`config.mk`:
```
export PLATFORM = sky130hd
export DESIGN_NAME = id_ex_fwd_stage_flat
export DESIGN_NICKNAME = d
export VERILOG_FILES = /design/src/rtl/id_ex_fwd_stage_if.sv /design/src/rtl/id_ex_fwd_stage.sv /design/src/flat_wrapper.sv
export SDC_FILE = /design/constraint.sdc
export NUM_CORES = 1
export LEC_CHECK = 0
export CORE_MARGIN = 5
export CORE_UTILIZATION = 36
export DETAILED_ROUTE_END_ITERATION = 8
export GPL_TIMING_DRIVEN = 0
export PLACE_DENSITY = 0.84
export SLEW_MARGIN = 20
export SYNTH_ARGS = -nofsm -noshare
export SYNTH_HDL_FRONTEND = slang
export SYNTH_SLANG_ARGS = --single-unit
```
`constraint.sdc`:
```
create_clock -name clk -period 4.07 [get_ports clk]
set_clock_uncertainty 0.1 [all_clocks]
set_input_delay 0.407 -clock clk [delete_from_list [all_inputs] [get_ports clk]]
set_output_delay 0.407 -clock clk [all_outputs]
set_load 0.005 [all_outputs]
```
`src/rtl/id_ex_fwd_stage_if.sv`:
```
// ID/EX stage bus: decoded ID-side fields in, registered EX-side fields and bypass selects out.
interface id_ex_fwd_stage_if #(
  parameter int unsigned DATA_W = 32,
  parameter int unsigned REG_AW = 5
);
  logic              id_valid;
  logic [REG_AW-1:0] id_rs;
  logic [REG_AW-1:0] id_rt;
  logic [REG_AW-1:0] id_dest;
  logic              id_reg_write;
  logic              id_mem_read;
  logic              id_alu_src;
  logic [DATA_W-1:0] id_rs_data;
  logic [DATA_W-1:0] id_rt_data;
  logic [DATA_W-1:0] id_imm;
  logic              flush;
  logic [DATA_W-1:0] wb_data;

  logic              stall_o;
  logic              ex_valid;
  logic [DATA_W-1:0] ex_rs_data;
  logic [DATA_W-1:0] ex_rt_data;
  logic [DATA_W-1:0] ex_imm;
  logic              ex_alu_src;
  logic [REG_AW-1:0] ex_dest;
  logic              ex_reg_write;
  logic              ex_mem_read;
  logic [1:0]        sel_a;
  logic [1:0]        sel_b;

  modport master (
    output id_valid, id_rs, id_rt, id_dest, id_reg_write, id_mem_read, id_alu_src,
           id_rs_data, id_rt_data, id_imm, flush, wb_data,
    input  stall_o, ex_valid, ex_rs_data, ex_rt_data, ex_imm, ex_alu_src, ex_dest,
           ex_reg_write, ex_mem_read, sel_a, sel_b
  );

  modport slave (
    input  id_valid, id_rs, id_rt, id_dest, id_reg_write, id_mem_read, id_alu_src,
           id_rs_data, id_rt_data, id_imm, flush, wb_data,
    output stall_o, ex_valid, ex_rs_data, ex_rt_data, ex_imm, ex_alu_src, ex_dest,
           ex_reg_write, ex_mem_read, sel_a, sel_b
  );
endinterface

```
`src/rtl/id_ex_fwd_stage.sv`:
```
// ID/EX pipeline register with bypass-select generation and load-use stall detection.
// Optional macro FWD_WB_WRITETHRU_EN: capture WB data for sources matching the WB destination.
module id_ex_fwd_stage #(
  parameter int unsigned DATA_W = 32,
  parameter int unsigned REG_AW = 5,
  parameter int unsigned CNT_W  = 16
) (
  input  logic             clk,
  input  logic             rst,
  id_ex_fwd_stage_if.slave bus,
  output logic [CNT_W-1:0] stall_cnt
);

  logic              ex_valid_q;
  logic [DATA_W-1:0] ex_rs_data_q;
  logic [DATA_W-1:0] ex_rt_data_q;
  logic [DATA_W-1:0] ex_imm_q;
  logic              ex_alu_src_q;
  logic [REG_AW-1:0] ex_dest_q;
  logic              ex_reg_write_q;
  logic              ex_mem_read_q;
  logic [REG_AW-1:0] ex_rs_q;
  logic [REG_AW-1:0] ex_rt_q;

  logic [REG_AW-1:0] mem_dest_q;
  logic              mem_rw_q;
  logic [REG_AW-1:0] wb_dest_q;
  logic              wb_rw_q;

  logic [CNT_W-1:0]  stall_cnt_q;

  logic              stall;
  logic              bubble;
  logic [DATA_W-1:0] rs_cap;
  logic [DATA_W-1:0] rt_cap;
  logic [1:0]        sel_a;
  logic [1:0]        sel_b;

  always_comb begin
    stall = bus.id_valid & ex_valid_q & ex_mem_read_q & (ex_dest_q != '0) &
            ((ex_dest_q == bus.id_rs) | (ex_dest_q == bus.id_rt)) & ~bus.flush;
    bubble = bus.flush | stall;
  end

`ifdef FWD_WB_WRITETHRU_EN
  // Register file has no write-first read, so patch in the value being written this cycle.
  always_comb begin
    rs_cap = bus.id_rs_data;
    rt_cap = bus.id_rt_data;
    if (wb_rw_q && (wb_dest_q != '0) && (wb_dest_q == bus.id_rs)) rs_cap = bus.wb_data;
    if (wb_rw_q && (wb_dest_q != '0) && (wb_dest_q == bus.id_rt)) rt_cap = bus.wb_data;
  end
`else
  logic unused_wb_data;
  assign unused_wb_data = ^bus.wb_data;

  always_comb begin
    rs_cap = bus.id_rs_data;
    rt_cap = bus.id_rt_data;
  end
`endif

  always_ff @(posedge clk or posedge rst) begin
    if (rst) begin
      ex_valid_q     <= 1'b0;
      ex_rs_data_q   <= '0;
      ex_rt_data_q   <= '0;
      ex_imm_q       <= '0;
      ex_alu_src_q   <= 1'b0;
      ex_dest_q      <= '0;
      ex_reg_write_q <= 1'b0;
      ex_mem_read_q  <= 1'b0;
      ex_rs_q        <= '0;
      ex_rt_q        <= '0;
    end else if (bubble) begin
      ex_valid_q     <= 1'b0;
      ex_rs_data_q   <= '0;
      ex_rt_data_q   <= '0;
      ex_imm_q       <= '0;
      ex_alu_src_q   <= 1'b0;
      ex_dest_q      <= '0;
      ex_reg_write_q <= 1'b0;
      ex_mem_read_q  <= 1'b0;
      ex_rs_q        <= '0;
      ex_rt_q        <= '0;
    end else begin
      ex_valid_q     <= bus.id_valid;
      ex_rs_data_q   <= rs_cap;
      ex_rt_data_q   <= rt_cap;
      ex_imm_q       <= bus.id_imm;
      ex_alu_src_q   <= bus.id_alu_src;
      ex_dest_q      <= bus.id_dest;
      ex_reg_write_q <= bus.id_reg_write;
      ex_mem_read_q  <= bus.id_mem_read;
      ex_rs_q        <= bus.id_rs;
      ex_rt_q        <= bus.id_rt;
    end
  end

  // Later stages never hold, so the shadow pipeline shifts unconditionally.
  always_ff @(posedge clk or posedge rst) begin
    if (rst) begin
      mem_dest_q  <= '0;
      mem_rw_q    <= 1'b0;
      wb_dest_q   <= '0;
      wb_rw_q     <= 1'b0;
      stall_cnt_q <= '0;
    end else begin
      mem_dest_q <= ex_dest_q;
      mem_rw_q   <= ex_reg_write_q & ex_valid_q;
      wb_dest_q  <= mem_dest_q;
      wb_rw_q    <= mem_rw_q;
      if (stall && (stall_cnt_q != '1)) stall_cnt_q <= stall_cnt_q + 1'b1;
    end
  end

  function automatic logic [1:0] fwd_sel(input logic              valid,
                                         input logic [REG_AW-1:0] src,
                                         input logic              m_rw,
                                         input logic [REG_AW-1:0] m_dest,
                                         input logic              w_rw,
                                         input logic [REG_AW-1:0] w_dest);
    logic [1:0] sel;
    sel = 2'b00;
    if (valid) begin
      if (m_rw && (m_dest != '0) && (m_dest == src))      sel = 2'b10;
      else if (w_rw && (w_dest != '0) && (w_dest == src)) sel = 2'b01;
    end
    return sel;
  endfunction

  always_comb begin
    sel_a = fwd_sel(ex_valid_q, ex_rs_q, mem_rw_q, mem_dest_q, wb_rw_q, wb_dest_q);
    sel_b = fwd_sel(ex_valid_q, ex_rt_q, mem_rw_q, mem_dest_q, wb_rw_q, wb_dest_q);
  end

  assign bus.stall_o      = stall;
  assign bus.ex_valid     = ex_valid_q;
  assign bus.ex_rs_data   = ex_rs_data_q;
  assign bus.ex_rt_data   = ex_rt_data_q;
  assign bus.ex_imm       = ex_imm_q;
  assign bus.ex_alu_src   = ex_alu_src_q;
  assign bus.ex_dest      = ex_dest_q;
  assign bus.ex_reg_write = ex_reg_write_q;
  assign bus.ex_mem_read  = ex_mem_read_q;
  assign bus.sel_a        = sel_a;
  assign bus.sel_b        = sel_b;
  assign stall_cnt        = stall_cnt_q;

endmodule

```
`src/flat_wrapper.sv`:
```
// flat-port wrapper written by rule: the top's interface ports become plain ports
module id_ex_fwd_stage_flat 
#(
  parameter int unsigned DATA_W = 32,
  parameter int unsigned REG_AW = 5,
  parameter int unsigned CNT_W  = 16
)
  (clk, rst, stall_cnt, bus_id_valid, bus_id_rs, bus_id_rt, bus_id_dest, bus_id_reg_write, bus_id_mem_read, bus_id_alu_src, bus_id_rs_data, bus_id_rt_data, bus_id_imm, bus_flush, bus_wb_data, bus_stall_o, bus_ex_valid, bus_ex_rs_data, bus_ex_rt_data, bus_ex_imm, bus_ex_alu_src, bus_ex_dest, bus_ex_reg_write, bus_ex_mem_read, bus_sel_a, bus_sel_b);
  id_ex_fwd_stage_if #(.DATA_W(DATA_W), .REG_AW(REG_AW)) bus_i ();
  input  logic clk;
  input  logic rst;
  output logic [CNT_W-1:0] stall_cnt;
  input wire logic [$bits(bus_i.id_valid)-1:0] bus_id_valid;
  input wire logic [$bits(bus_i.id_rs)-1:0] bus_id_rs;
  input wire logic [$bits(bus_i.id_rt)-1:0] bus_id_rt;
  input wire logic [$bits(bus_i.id_dest)-1:0] bus_id_dest;
  input wire logic [$bits(bus_i.id_reg_write)-1:0] bus_id_reg_write;
  input wire logic [$bits(bus_i.id_mem_read)-1:0] bus_id_mem_read;
  input wire logic [$bits(bus_i.id_alu_src)-1:0] bus_id_alu_src;
  input wire logic [$bits(bus_i.id_rs_data)-1:0] bus_id_rs_data;
  input wire logic [$bits(bus_i.id_rt_data)-1:0] bus_id_rt_data;
  input wire logic [$bits(bus_i.id_imm)-1:0] bus_id_imm;
  input wire logic [$bits(bus_i.flush)-1:0] bus_flush;
  input wire logic [$bits(bus_i.wb_data)-1:0] bus_wb_data;
  output wire logic [$bits(bus_i.stall_o)-1:0] bus_stall_o;
  output wire logic [$bits(bus_i.ex_valid)-1:0] bus_ex_valid;
  output wire logic [$bits(bus_i.ex_rs_data)-1:0] bus_ex_rs_data;
  output wire logic [$bits(bus_i.ex_rt_data)-1:0] bus_ex_rt_data;
  output wire logic [$bits(bus_i.ex_imm)-1:0] bus_ex_imm;
  output wire logic [$bits(bus_i.ex_alu_src)-1:0] bus_ex_alu_src;
  output wire logic [$bits(bus_i.ex_dest)-1:0] bus_ex_dest;
  output wire logic [$bits(bus_i.ex_reg_write)-1:0] bus_ex_reg_write;
  output wire logic [$bits(bus_i.ex_mem_read)-1:0] bus_ex_mem_read;
  output wire logic [$bits(bus_i.sel_a)-1:0] bus_sel_a;
  output wire logic [$bits(bus_i.sel_b)-1:0] bus_sel_b;
  assign bus_i.id_valid = bus_id_valid;
  assign bus_i.id_rs = bus_id_rs;
  assign bus_i.id_rt = bus_id_rt;
  assign bus_i.id_dest = bus_id_dest;
  assign bus_i.id_reg_write = bus_id_reg_write;
  assign bus_i.id_mem_read = bus_id_mem_read;
  assign bus_i.id_alu_src = bus_id_alu_src;
  assign bus_i.id_rs_data = bus_id_rs_data;
  assign bus_i.id_rt_data = bus_id_rt_data;
  assign bus_i.id_imm = bus_id_imm;
  assign bus_i.flush = bus_flush;
  assign bus_i.wb_data = bus_wb_data;
  assign bus_stall_o = bus_i.stall_o;
  assign bus_ex_valid = bus_i.ex_valid;
  assign bus_ex_rs_data = bus_i.ex_rs_data;
  assign bus_ex_rt_data = bus_i.ex_rt_data;
  assign bus_ex_imm = bus_i.ex_imm;
  assign bus_ex_alu_src = bus_i.ex_alu_src;
  assign bus_ex_dest = bus_i.ex_dest;
  assign bus_ex_reg_write = bus_i.ex_reg_write;
  assign bus_ex_mem_read = bus_i.ex_mem_read;
  assign bus_sel_a = bus_i.sel_a;
  assign bus_sel_b = bus_i.sel_b;
  id_ex_fwd_stage #(.DATA_W(DATA_W), .REG_AW(REG_AW), .CNT_W(CNT_W)) u_core (.clk(clk), .rst(rst), .bus(bus_i), .stall_cnt(stall_cnt));
endmodule
```
==> flow_metrics.py <==
metrics = {
    "floorplanning": {
        "placement_rows": 44,
        "dieHeight_microns": 130.7,
        "starting_density_pct": 36.34,
        "io_pins": 276,
        "dieArea_sq_um": 17070,
        "design.core.area_sq_um": 14420,
        "die-width_microns": 130.7,
    },
    "timing": {
        "final_worst_path_cycle_share_pct": 80.74,
        "finalSetupViolations": 0,
        "unrepaired_setup_endpoints_after_global_routing": "false",
        "drv_slew": 0,
        "relSlewSlack_pct": 60.13,
        "hold_slack_ps": 214.4,
        "max_clock_freq_ghz": 0.3043,
        "worstMarginPinSlew_ps": 591.8,
        "fin_setup_tns_ps": 0,
        "hold_viol": 0,
        "post-route-min-period_ps": 3286,
    },
    "global_route": {
        "total_congestion_overflow_after_global_routing": 0,
        "maximum_number_of_pins_on_one_net_before_global_route_repair": 38,
        "gr-usage-met2_pct": 29.51,
        "grt.busiest_layer": "met2",
        "grt_first_pass_wirelength_mm": 22.44,
        "grt_use_met3_pct": 6.951,
        "grt_antenna_before_repair": 1,
        "grt.met1_usage_pct": 19.68,
        "globalRouteTotalUtil_pct": 17.52,
        "grt_pass1_vias": 4220,
    },
    "synth": {
        "ys_ff_latch": 143,
        "cells_after_synthesis": 388,
        "synthesis.yosys.warnings": 0,
        "synth_enable_flop_cells": 0,
        "syn-mean-instance-area_sq_um": 13.51,
        "proportion_of_register_bits_with_asynchronous_set_or_reset_after_synthesis_pct": 100.0,
        "dominantRegCellSynth": "dfrtp_1",
        "number_of_library_cell_types_mapped_by_synthesis": 32,
        "syn_nets": 539,
        "mappedNetlistArea_sq_um": 5241,
        "synth_sequential_area_ratio_pct": 68.27,
    },
    "power": {
        "power.density_nw_per_um2": 405.1,
        "cellLeakagePower_nw": 3.719,
        "peakVddDrop_uv": 249.4,
    },
    "route": {
        "drt_first_iter_violations": 156,
        "number_of_design_rule_violations_left_after_detail_routing": 0,
        "post_drt_wl_per_cell_microns": 16.90,
        "wirelength_mm": 14.40,
        "post_drt_via_cell_ratio": 4.504,
        "dr_total_vias": 3837,
        "antenna_left": 0,
        "drt-pass1-iter-count": 5,
    },
    "worst_hold_path": {
        "timing.hold.worst.class": "in -> async",
    },
    "setup_path": {
        "worst_path_max_fanout": 10,
        "startpoint_to_endpoint_class_of_the_critical_path": "in -> out",
        "setup.worst_path.start_class": "input pin",
        "critPathRequiredTime_ps": 3560,
        "worst_ep_arrival_time_ps": 2780,
        "end_kind": "output pin",
    },
    "clock_network": {
        "worstSkewPairLatency_ps": 410,
        "cts_root_buf": "clkbuf_16",
        "gates_resized_cts_repair": 0,
        "cts_sinks": 143,
        "clockBufferDepth": 2,
        "clock_tree.htree_level_count": 4,
        "cts_tree": "built",
        "cts_buffers": 17,
        "cts_post_setup_buffers_inserted": 0,
        "clk_pin_slew_ps": 60,
        "cts_hold_buf": 0,
    },
    "status": {
        "status": "completed",
    },
    "placed_design": {
        "place.port_buffers": 243,
        "place_hpwl_mm": 11.28,
        "routabilityCongestion": 0.8722,
    },
    "job": {
        "count_of_max_cap_constraint_violations": 0,
    },
    "final_layout": {
        "final_net_count": 805,
        "post_route_cells_drive_above_1_share_pct": 7.346,
        "areaGrowthSynthToFinish_pct": 64.12,
        "n_fill_cell": 1138,
    },
}
synth_stat cells, types with 2 or more instances:
cell	n	area share, %
dfrtp_1	143	68
and2_1	119	14
xnor2_1	30	5.0
xor2_1	14	2.3
nand3_1	12	1.1
nand4_1	8	0.95
clkbuf_1	7	0.50
buf_6	6	1.3
nand2_1	6	0.43
and3_1	5	0.60
nor4_1	5	0.60
or4_1	5	0.72
nor3_1	4	0.38
inv_1	3	0.21
nor2_1	3	0.21
o21ai_0	2	0.19
routing by layer:
layer  up-vias  part of all wire (%)  routed length [microns]
met5         -                     0                        0
met4         0                   3.3                      473
met3        34                   8.6                     1238
met2       163                    51                     7383
met1      1853                    37                     5302
li1       1787                     -                        -
path summary, 6_finish.rpt:
kind,slack [ps],depth (start not counted),end,startpoint
worst max-delay path,780,7,bus_stall_o,bus_id_rt[3]
worst min-delay path,210,2,u_core.bus.ex_rs_data[10],rst
worst max register to register,1660,6,u_core.bus.ex_dest[1],u_core.bus.ex_dest[0]
worst min register to register,300,0,u_core.wb_rw_q,u_core.mem_rw_q
max in group asynchronous,2940,4,u_core.bus.ex_rt_data[1],rst
min in group clk,300,0,u_core.wb_rw_q,u_core.mem_rw_q
flip-flops by register name, indices dropped and copies added, names as in the netlist:
register                 cells
u_core.mem_dest_q            5
u_core.stall_cnt            16
u_core.wb_rw_q               1
u_core.bus.ex_alu_src        1
u_core.bus.ex_mem_read       1
u_core.ex_rt_q               5
u_core.wb_dest_q             5
u_core.bus.ex_reg_write      1
u_core.bus.ex_rs_data       32
u_core.bus.ex_rt_data       32
u_core.bus.ex_dest           5
u_core.ex_rs_q               5
u_core.bus.ex_imm           32
u_core.bus.ex_valid          1
u_core.mem_rw_q              1
metrics by stage:
step	worst slack, ps	area (sq um)	std cells	total power [mW]	util, %
after global placement	671.1	7908	815	1.911	54.82
after global routing	633.0	8602	852	3.626	59.64
after detailed placement	789.0	7988	819	1.931	55.38
after floorplan	1772	5245	388	1.655	-
final	783.9	8602	852	3.485	59.64
after CTS	762.0	8600	851	3.526	59.62
worst max-delay path, cell delays in order:
cell and delay [ps]:
clkdlybuf4s50_1 530, xnor2_1 140, nand3_1 120, o22ai_2 490, clkbuf_1 410, and2_1 200, clkdlybuf4s50_1 500
layout make-up:
class | count | area [sq um] | share of cell area, %
Tap cell | 184 | 230.2 | 2.676
Inverter | 3 | 15.01 | 0.1745
Buffer | 14 | 98.84 | 1.149
Multi-Input combinational cell | 228 | 1553 | 18.05
Clock inverter | 14 | 182.7 | 2.124
Clock buffer | 18 | 429.2 | 4.989
Antenna cell | 1 | 2.502 | 0.02909
Sequential cell | 143 | 3578 | 41.60
Timing Repair Buffer | 247 | 2512 | 29.21
cells by family (layout without fill, tap and decap cells):
family,Yosys count,in the layout,share of synthesized area [%]
buffers and inverters,17,296,2.101
xor gates and xnor gates,44,44,7.353
DFF,143,143,68.27
adders and majority gates,1,1,0.2387
AOI/OAI and AO/OA,7,7,1.265
muxes,2,2,0.4297
other,0,1,0
and+or+nand+nor,174,174,20.34
report_power, final:
group          switching (mW)  leakage [nW]  internal [mW]
clock                   0.612         0.282          0.975
combinational           0.127          1.58          0.251
sequential             0.0339          1.86           1.49
placed cells by master (no fill, tap or decap), types with 6 or more instances in the layout:
| cell | instances |
|---|---|
| clkinvlp_4 | 6 |
| xnor2_1 | 30 |
| clkdlybuf4s50_1 | 243 |
| and2_1 | 119 |
| nand3_1 | 12 |
| nand2_1 | 6 |
| clkbuf_1 | 8 |
| nand4_1 | 8 |
| xor2_1 | 14 |
| dfrtp_1 | 143 |
| clkbuf_16 | 17 |
| buf_6 | 6 |
(Power assumes the default switching activity.)
